File: src/rtl/cpu_core.sv
// Multi-cycle accumulator-free CPU core: IDLE/EXEC/MEM/WB/HALT sequencing with a small
// register file and a req/ack data-memory port. Define CPU_CORE_MUL_EN to add MUL (0x0A).
//
//   state | meaning
//   IDLE  | ins_ready high (after the first post-reset edge), waiting for ins_valid
//   EXEC  | decode latched instruction, compute ALU result / branch / memory request
//   MEM   | mem_req held with stable addr/we/wdata until mem_ack is sampled high
//   WB    | write rd (unless r0), advance or redirect pc, return to IDLE
//   HALT  | halted=1, ins_ready=0 until reset

module cpu_core #(
    parameter int DATA_W   = 8,
    parameter int NUM_REGS = 8,
    parameter int PC_W     = 8
) (
    input  logic              clk,
    input  logic              rst,
    input  logic [31:0]       ins_in,
    input  logic              ins_valid,
    output logic              ins_ready,
    output logic [PC_W-1:0]   pc,
    output logic              mem_req,
    output logic              mem_we,
    output logic [DATA_W-1:0] mem_addr,
    output logic [DATA_W-1:0] mem_wdata,
    input  logic [DATA_W-1:0] mem_rdata,
    input  logic              mem_ack,
    output logic              halted,
    output logic              illegal
);

    localparam int RIDX_W = (NUM_REGS > 1) ? $clog2(NUM_REGS) : 1;

    localparam logic [7:0] OP_NOP  = 8'h00;
    localparam logic [7:0] OP_ADD  = 8'h01;
    localparam logic [7:0] OP_SUB  = 8'h02;
    localparam logic [7:0] OP_AND  = 8'h03;
    localparam logic [7:0] OP_OR   = 8'h04;
    localparam logic [7:0] OP_XOR  = 8'h05;
    localparam logic [7:0] OP_LDI  = 8'h06;
    localparam logic [7:0] OP_LD   = 8'h07;
    localparam logic [7:0] OP_ST   = 8'h08;
    localparam logic [7:0] OP_BEQ  = 8'h09;
`ifdef CPU_CORE_MUL_EN
    localparam logic [7:0] OP_MUL  = 8'h0A;
`endif
    localparam logic [7:0] OP_HALT = 8'hFF;

    typedef enum logic [2:0] {
        IDLE = 3'd0,
        EXEC = 3'd1,
        MEM  = 3'd2,
        WB   = 3'd3,
        HALT = 3'd4
    } state_t;

    state_t state, state_nxt;

    logic                          run;
    logic [31:0]                   ins_q;
    logic [NUM_REGS-1:0][DATA_W-1:0] regs;
    logic [DATA_W-1:0]             wb_data;
    logic                          wb_wr;
    logic                          wb_taken;

    logic [7:0]        ins_op;
    logic [7:0]        ins_imm;
    logic [RIDX_W-1:0] rd_idx;
    logic [RIDX_W-1:0] rs1_idx;
    logic [RIDX_W-1:0] rs2_idx;
    logic [DATA_W-1:0] rd_val;
    logic [DATA_W-1:0] rs1_val;
    logic [DATA_W-1:0] rs2_val;
    logic              unused_fields;

    logic [DATA_W-1:0] alu_res;
    logic              alu_wr;
    logic              op_legal;
    logic              br_taken;
    logic              is_mem_op;

    assign ins_op  = ins_q[31:24];
    assign ins_imm = ins_q[7:0];
    assign rd_idx  = ins_q[16 +: RIDX_W];
    assign rs1_idx = ins_q[8 +: RIDX_W];
    assign rs2_idx = ins_q[0 +: RIDX_W];
    // Upper register-field bits beyond the register index are deliberately ignored.
    assign unused_fields = ^ins_q[23:8];

    assign rd_val  = regs[rd_idx];
    assign rs1_val = regs[rs1_idx];
    assign rs2_val = regs[rs2_idx];

    assign ins_ready = run && (state == IDLE);
    assign mem_req   = (state == MEM);
    assign halted    = (state == HALT);
    assign is_mem_op = (ins_op == OP_LD) || (ins_op == OP_ST);

    always_comb begin
        alu_res  = '0;
        alu_wr   = 1'b0;
        op_legal = 1'b1;
        br_taken = 1'b0;
        case (ins_op)
            OP_NOP:  ;
            OP_ADD:  begin alu_res = rs1_val + rs2_val; alu_wr = 1'b1; end
            OP_SUB:  begin alu_res = rs1_val - rs2_val; alu_wr = 1'b1; end
            OP_AND:  begin alu_res = rs1_val & rs2_val; alu_wr = 1'b1; end
            OP_OR:   begin alu_res = rs1_val | rs2_val; alu_wr = 1'b1; end
            OP_XOR:  begin alu_res = rs1_val ^ rs2_val; alu_wr = 1'b1; end
            OP_LDI:  begin alu_res = DATA_W'(ins_imm);  alu_wr = 1'b1; end
            OP_LD:   ;
            OP_ST:   ;
            OP_BEQ:  br_taken = (rd_val == rs1_val);
`ifdef CPU_CORE_MUL_EN
            OP_MUL:  begin alu_res = rs1_val * rs2_val; alu_wr = 1'b1; end
`endif
            OP_HALT: ;
            default: op_legal = 1'b0;
        endcase
    end

    always_ff @(posedge clk or negedge rst) begin
        if (!rst) begin
            state <= IDLE;
        end else begin
            state <= state_nxt;
        end
    end

    always_comb begin
        state_nxt = state;
        case (state)
            IDLE: if (ins_valid && ins_ready) state_nxt = EXEC;
            EXEC: begin
                if (ins_op == OP_HALT) begin
                    state_nxt = HALT;
                end else if (is_mem_op) begin
                    state_nxt = MEM;
                end else begin
                    state_nxt = WB;
                end
            end
            MEM:  if (mem_ack) state_nxt = WB;
            WB:   state_nxt = IDLE;
            HALT: state_nxt = HALT;
            default: state_nxt = IDLE;
        endcase
    end

    always_ff @(posedge clk or negedge rst) begin
        if (!rst) begin
            run       <= 1'b0;
            pc        <= '0;
            regs      <= '0;
            ins_q     <= '0;
            wb_data   <= '0;
            wb_wr     <= 1'b0;
            wb_taken  <= 1'b0;
            mem_we    <= 1'b0;
            mem_addr  <= '0;
            mem_wdata <= '0;
            illegal   <= 1'b0;
        end else begin
            run <= 1'b1;
            case (state)
                IDLE: begin
                    if (ins_valid && ins_ready) ins_q <= ins_in;
                end
                EXEC: begin
                    wb_data  <= alu_res;
                    wb_wr    <= alu_wr || (ins_op == OP_LD);
                    wb_taken <= br_taken;
                    if (!op_legal) illegal <= 1'b1;
                    if (is_mem_op) begin
                        mem_addr  <= rs1_val;
                        mem_we    <= (ins_op == OP_ST);
                        mem_wdata <= (ins_op == OP_ST) ? rd_val : '0;
                    end
                end
                MEM: begin
                    if (mem_ack) begin
                        if (ins_op == OP_LD) wb_data <= mem_rdata;
                        mem_we <= 1'b0;
                    end
                end
                WB: begin
                    // r0 is hardwired to zero, so its write is simply dropped.
                    if (wb_wr && (rd_idx != '0)) regs[rd_idx] <= wb_data;
                    pc <= wb_taken ? PC_W'(ins_imm) : pc + PC_W'(1);
                end
                default: ;
            endcase
        end
    end

endmodule

File: config.mk
export PLATFORM = sky130hd
export DESIGN_NAME = cpu_core
export DESIGN_NICKNAME = d
export VERILOG_FILES = /design/src/rtl/cpu_core.sv
export SDC_FILE = /design/constraint.sdc
export NUM_CORES = 1
export LEC_CHECK = 0
export ABC_CLOCK_PERIOD_IN_PS = 3800
export CORE_ASPECT_RATIO = 0.8
export CORE_MARGIN = 2
export CORE_UTILIZATION = 55
export CTS_CLUSTER_DIAMETER = 40
export DETAILED_ROUTE_END_ITERATION = 7
export PLACE_DENSITY_LB_ADDON = 0.25
export SETUP_SLACK_MARGIN = 0.5
export SLEW_MARGIN = 10
export SYNTH_ARGS = -nofsm -noshare
export SYNTH_HDL_FRONTEND = slang
export SYNTH_SLANG_ARGS = --single-unit
export TNS_END_PERCENT = 100
File: constraint.sdc
create_clock -name clk -period 3.8 [get_ports clk]
set_input_delay 0.38 -clock clk [delete_from_list [all_inputs] [get_ports clk]]
set_output_delay 0.38 -clock clk [all_outputs]
set_load 0.005 [all_outputs]
# Word level (Yosys, flattened, before mapping)
# Index checks and enable logic that the tools add are counted.
# totals
regBits	136
out_inout_bits	29
wordCells	94
# op_classes
addsub	3
magnitude_cmp	4
n_eq_ne	19
mux	26
bitwise	4
n_reduce_logical	19
# op_table
op	n
binary-select mux 8 bit (select 3 bit)	3
bitwise mux 64 bit	1
two-way mux 8 bit	8
one-hot mux 8 bit (6 select lines)	1
equality test 8 x 3 -> 1 bit, second input constant	4
demux 8 bit (select 3 bit)	1
equality test 8 x 2 -> 1 bit, second input constant	2
equality test 8 x 4 -> 1 bit, second input constant	2
one-hot mux 8 bit (2 select lines)	1
less-than comparator 3 x 4 -> 1 bit, second input constant	3
one-hot mux 3 bit (4 select lines)	1
OR reduction 11 bit	1
AND reduction 2 bit	5
two-way mux 3 bit	3
adder 8 x 1 -> 8 bit, second input constant	1
adder 8 bit	1
bitwise AND 8 bit	1
equality test 8 x 1 -> 1 bit, second input constant	1
equality test 8 bit	1
equality test 8 bit, second input constant	1
logical NOT 8 bit	1
bitwise OR 8 bit	1
subtractor 8 bit	1
bitwise XOR 8 bit	1
other kinds (16)	29

# Depth between registers and ports, before layout
# logic_depth
depth_word	5
depth_mapped	15
ltp_nobuf	14

# Least setup slack after synthesis
# OpenSTA, ideal clock, no wires.
# synth_timing
kind	reg2reg
from	register ins_q[0]
to	register wb_data[7]
setup_ns	0.132
t_arrival_ns	3.267
slack_ns	0.401
stages_incl_launch_ff	15
n_path_buf	1
synth_period_minus_slack_ns	3.399
cell_sequence	dfrtp_1 > buf_6 > mux4_2 > mux2i_1 > ha_1 > a31oi_1 > xnor2_1 > ha_1 > and3_1 > a211oi_1 > o21bai_1 > a21oi_1 > xnor2_1 > a221oi_2 > o22ai_2
# synth_via
elab_chain_cells	5
# synth_rtl
item	line_no	text
from (decl)	60	logic [31:0] ins_q;
from (signal assigned)	168	if (ins_valid && ins_ready) ins_q <= ins_in;
binary-select mux 8 bit (select 3 bit) *	92	assign rs2_val = regs[rs2_idx];
two-way mux 8 bit (not written as such) *	92	
subtractor 8 bit, or another cell as far along	107	OP_SUB: begin alu_res = rs1_val - rs2_val; alu_wr = 1'b1; end
one-hot mux 8 bit (6 select lines) *	104	case (ins_op)
one-hot mux 8 bit (2 select lines) *	166	case (state)
to (signal assigned)	171	wb_data <= alu_res;
to (signal assigned)	183	if (ins_op == OP_LD) wb_data <= mem_rdata;
to (decl)	62	logic [DATA_W-1:0] wb_data;
# Mark *: on every way between the ends. The rest lies on a longest branch, timed or not. The select of a mux whose other input is x is not followed.
# A chain may end at the register's enable or synchronous reset.

# Final worst setup path
# layout_timing
from	register ins_q[0]
to	register wb_data[5]
# Same word-level chain as after synthesis.

==> out/metrics.csv <==
stage,metric,value,unit
run_status,status,"finished, final reports clean",
logic_synthesis,synthesized cell area,7730,µm²
sta,Final Max Tran Viols,0,
sta,f_max,280,MHz
min_path,worst hold path type,in -> async,
die,die height,110,µm
clock_network,Sink Count,126,
pwr,Int Pwr,0.00448,W
sta,Min Hold Slack,0.0299,ns
drt,top routing layer in use,met4,
place,post-DP HPWL,14700,µm
die,Die Area,15000,µm²
cells_and_area,diodes inserted,0,
die,starting density of the core,56.7,%
cells_and_area,"commonest cells after routing, fill and taps aside","dfrtp_1, mux2_2, nand2_1",
clock_network,Root Driver,clkbuf_16,
setup_path,Worst path slowest cell,mux4_2,
sta,fin worst setup slack,0.222,ns
clock_network,"Hold-fix buffers, CTS",0,
logic_synthesis,Syn Inst Count,678,
setup_path,CP Buf/Inv Count,2,
sta,Max-slew headroom,29.5,%
logic_synthesis,Post-synth EDFFs,0,
pwr,Net Sw Power,0.00268,W
logic_synthesis,flop and latch count out of synthesis,126,
place,# port buffers,62,
clock_network,H-tree depth,4,
sta,fin crit share,94.2,%
logic_synthesis,dominant synthesized flop cell,dfrtp_1,
cells_and_area,"most common cell after layout, fill and taps aside",dfrtp_1,
clock_network,Num CTS Buffers,17,
grt,global-route wire length before repair,33000,µm
drt,DR vias,5941,
drt,# DRC,0,
clock_network,CTS tree,done,
sta,final critical-path required period,3.58,ns
sta,setup violators final,0,
pwr,Lkg Pwr,4.33,nW
drt,drt initial violations,396,
drt,DRT Wirelength,21000,µm
place,Place WS,0.104,ns
place,GP Congestion,0.877,
setup_path,"critical path, cell by cell",buf_6 > mux4_2 > mux2i_2 > ha_2 > a31oi_4 > xnor2_2 > ha_4 > nand2_1 > nand2_1 > a211oi_2 > buf_4 > xnor2_2 > a222oi_1 > nor2_1 > a21oi_1 > a21oi_1,
drt,met2 wire length,9950,µm
cells_and_area,Layout area overhead,22.9,%
grt,largest net degree at the start of global routing,64,
drt,ANT nets after route,0,
drt,TritonRoute pass-1 iters,7,
sta,"Hold Violations, Final",0,
sta,Worst Max-Slew Pin Slew,1.05,ns
drt,met1 WL,9170,µm
logic_synthesis,Synth async-reset ratio,100,%
die,Rows,38,
logic_synthesis,synth warn,0,
die,core area,13600,µm²
job,number of max-cap violations,0,
setup_path,CP Launch Type,flip-flop,
cells_and_area,FILL cells,929,
die,# IOs,73,
setup_path,CP endpoint kind,flip-flop,
cells_and_area,share of cells above drive strength 1,29.4,%
sta,Final TNS setup,0,ns
grt,initial antenna violation count,0,
pwr,Logic pwr share,44.6,%
setup_path,critical path arrival,3.86,ns
pwr,Switching Share,37.4,%
sta,RSZ-0062 raised after global routing,true,
clock_network,CTS max path bufs,2,
clock_network,Clock Latency Late Sink,0.43,ns
logic_synthesis,Synth Net Count,748,
logic_synthesis,"Seq/Total Area, Yosys",40.8,%
cells_and_area,net count reported at finish,827,
drt,WL met3,1510,µm
setup_path,CP Max Fanout,7,
grt,vias in the first global route,5842,
setup_path,R2R setup slack,0.22,ns
clock_network,register clock-pin slew on the reported worst setup and hold paths,0.06,ns
setup_path,Setup CP Type,reg -> reg,
cells_and_area,final design utilization,69.7,%
setup_path,top cell family by delay on the critical path,compound AO/OA/AOI/OAI gates,
pwr,clock share of power,24.5,%
setup_path,Crit path largest cell delay,0.51,ns
drt,wire per inst,22.1,µm
logic_synthesis,Mapped Avg Cell Area,11.4,µm²
drt,Vias per Instance,6.26,
pwr,Seq pwr share,30.8,%
sta,clk_skew,0.00547,ns
setup_path,"Req. time, crit path",4.08,ns
grt,grt total ovfl,0,
pwr,VDD IR-drop max,0.477,mV
die,Die Wd,137,µm
logic_synthesis,Synth cell types,59,
pwr,PD cells,753,nW/µm²
grt,gr usage total,30.0,%
## worst paths after layout
kind / cells past startpoint / startpoint / end
max: 16 / ins_q[0]$_DFFE_PN0P_ / wb_data[5]$_DFFE_PN0P_
min: 1 / rst / wb_data[6]$_DFFE_PN0P_
max reg2reg: 16 / ins_q[0]$_DFFE_PN0P_ / wb_data[5]$_DFFE_PN0P_
min reg2reg: 0 / regs[6]$_DFFE_PN0P_ / regs[6]$_DFFE_PN0P_
max in group asynchronous: 2 / rst / regs[29]$_DFFE_PN0P_
min in group clk: 0 / regs[6]$_DFFE_PN0P_ / regs[6]$_DFFE_PN0P_
## cells by family after synthesis
kind of cell,count (synthesis),share of synthesized area [%]
simple gates,164,9.95
mux,158,30.1
flops,126,40.8
compound gates,107,8.49
buf+inv,76,4.09
fa+ha+maj,26,4.30
xor+xnor,20,2.26
other cells,1,0.0485
## metrics by stage
stage | cells | area, µm² | power [W]
6_report | 949 | 9510 | 0.00716
5_1_grt | 949 | 9510 | 0.00754
4_1_cts | 943 | 9380 | 0.00692
2_1_floorplan | 678 | 7740 | 0.00407
3_3_place_gp | 909 | 8670 | 0.00494
3_5_place_dp | 909 | 8670 | 0.00505
## power by group through the flow
stage,Combinational [W],Sequential [W],Clock [W]
floorplan,0.00220,0.00187,0
global placement,0.00278,0.00217,0
detailed placement,0.00285,0.00220,0
CTS,0.00297,0.00218,0.00176
global route,0.00346,0.00226,0.00182
finish,0.00320,0.00221,0.00176
## worst register-to-register path, cell delays in order (launching register included)
cell      delay (ns)
dfrtp_2         0.48
buf_6           0.13
mux4_2          0.51
mux2i_2         0.20
ha_2            0.27
a31oi_4         0.12
xnor2_2         0.20
ha_4            0.24
nand2_1         0.11
nand2_1         0.09
a211oi_2        0.20
buf_4           0.17
xnor2_2         0.06
a222oi_1        0.33
nor2_1          0.09
a21oi_1         0.15
a21oi_1         0.09
## cell type report
class | instances | area, µm² | share of cell area [%]
multi-input combinational | 476 | 4390 | 46.2
clock inverter | 10 | 160 | 1.68
sequential | 126 | 3150 | 33.2
clock buffer | 21 | 470 | 4.95
inverter | 30 | 113 | 1.18
tap | 180 | 225 | 2.37
timing repair buffer | 106 | 995 | 10.5
## sequential cells by signal, indices dropped and copies added, names as in the netlist
register	flops
illegal	1
ins_q	22
mem_addr	8
mem_wdata	8
mem_we	1
pc	8
regs	64
run	1
state	3
wb_data	8
wb_taken	1
wb_wr	1
## repair_timing
action / in CTS / in global routing
setup endpoints to repair: 5 / 6
pin swaps: 14 / 12
buffers inserted: 3 / 5
gates resized for setup: 16 / 12
cloned: 0 / 1
## cell usage after synthesis (4+ instances only)
| library cell | instances | share of area, % |
|---|---|---|
| a21oi_1 | 29 | 1.9 |
| a221oi_1 | 7 | 0.79 |
| a31oi_1 | 5 | 0.40 |
| and2_1 | 4 | 0.32 |
| and3_1 | 4 | 0.32 |
| buf_1 | 4 | 0.19 |
| buf_2 | 7 | 0.45 |
| clkbuf_1 | 31 | 1.5 |
| dfrtp_1 | 126 | 41 |
| ha_1 | 25 | 4.0 |
| inv_1 | 30 | 1.5 |
| mux2_2 | 80 | 12 |
| mux2i_1 | 30 | 3.9 |
| mux2i_4 | 4 | 1.2 |
| mux4_1 | 12 | 4.1 |
| mux4_2 | 32 | 9.3 |
| nand2_1 | 67 | 3.3 |
| nand3_1 | 8 | 0.52 |
| nand4_1 | 4 | 0.32 |
| nor2_1 | 44 | 2.1 |
| nor2b_1 | 8 | 0.65 |
| nor3_1 | 5 | 0.32 |
| nor3b_1 | 4 | 0.39 |
| o21ai_0 | 41 | 2.7 |
| o21bai_1 | 4 | 0.39 |
| xnor2_1 | 19 | 2.2 |
## routing by layer
layer  vias to the layer above  global-route usage, %
li1                       2633                      -
met1                      3023                   42.8
met2                       257                   46.4
met3                        28                   5.58
met4                         0                   10.9
met5                         -                      0
No activity file was read; power rests on OpenSTA's default activity.
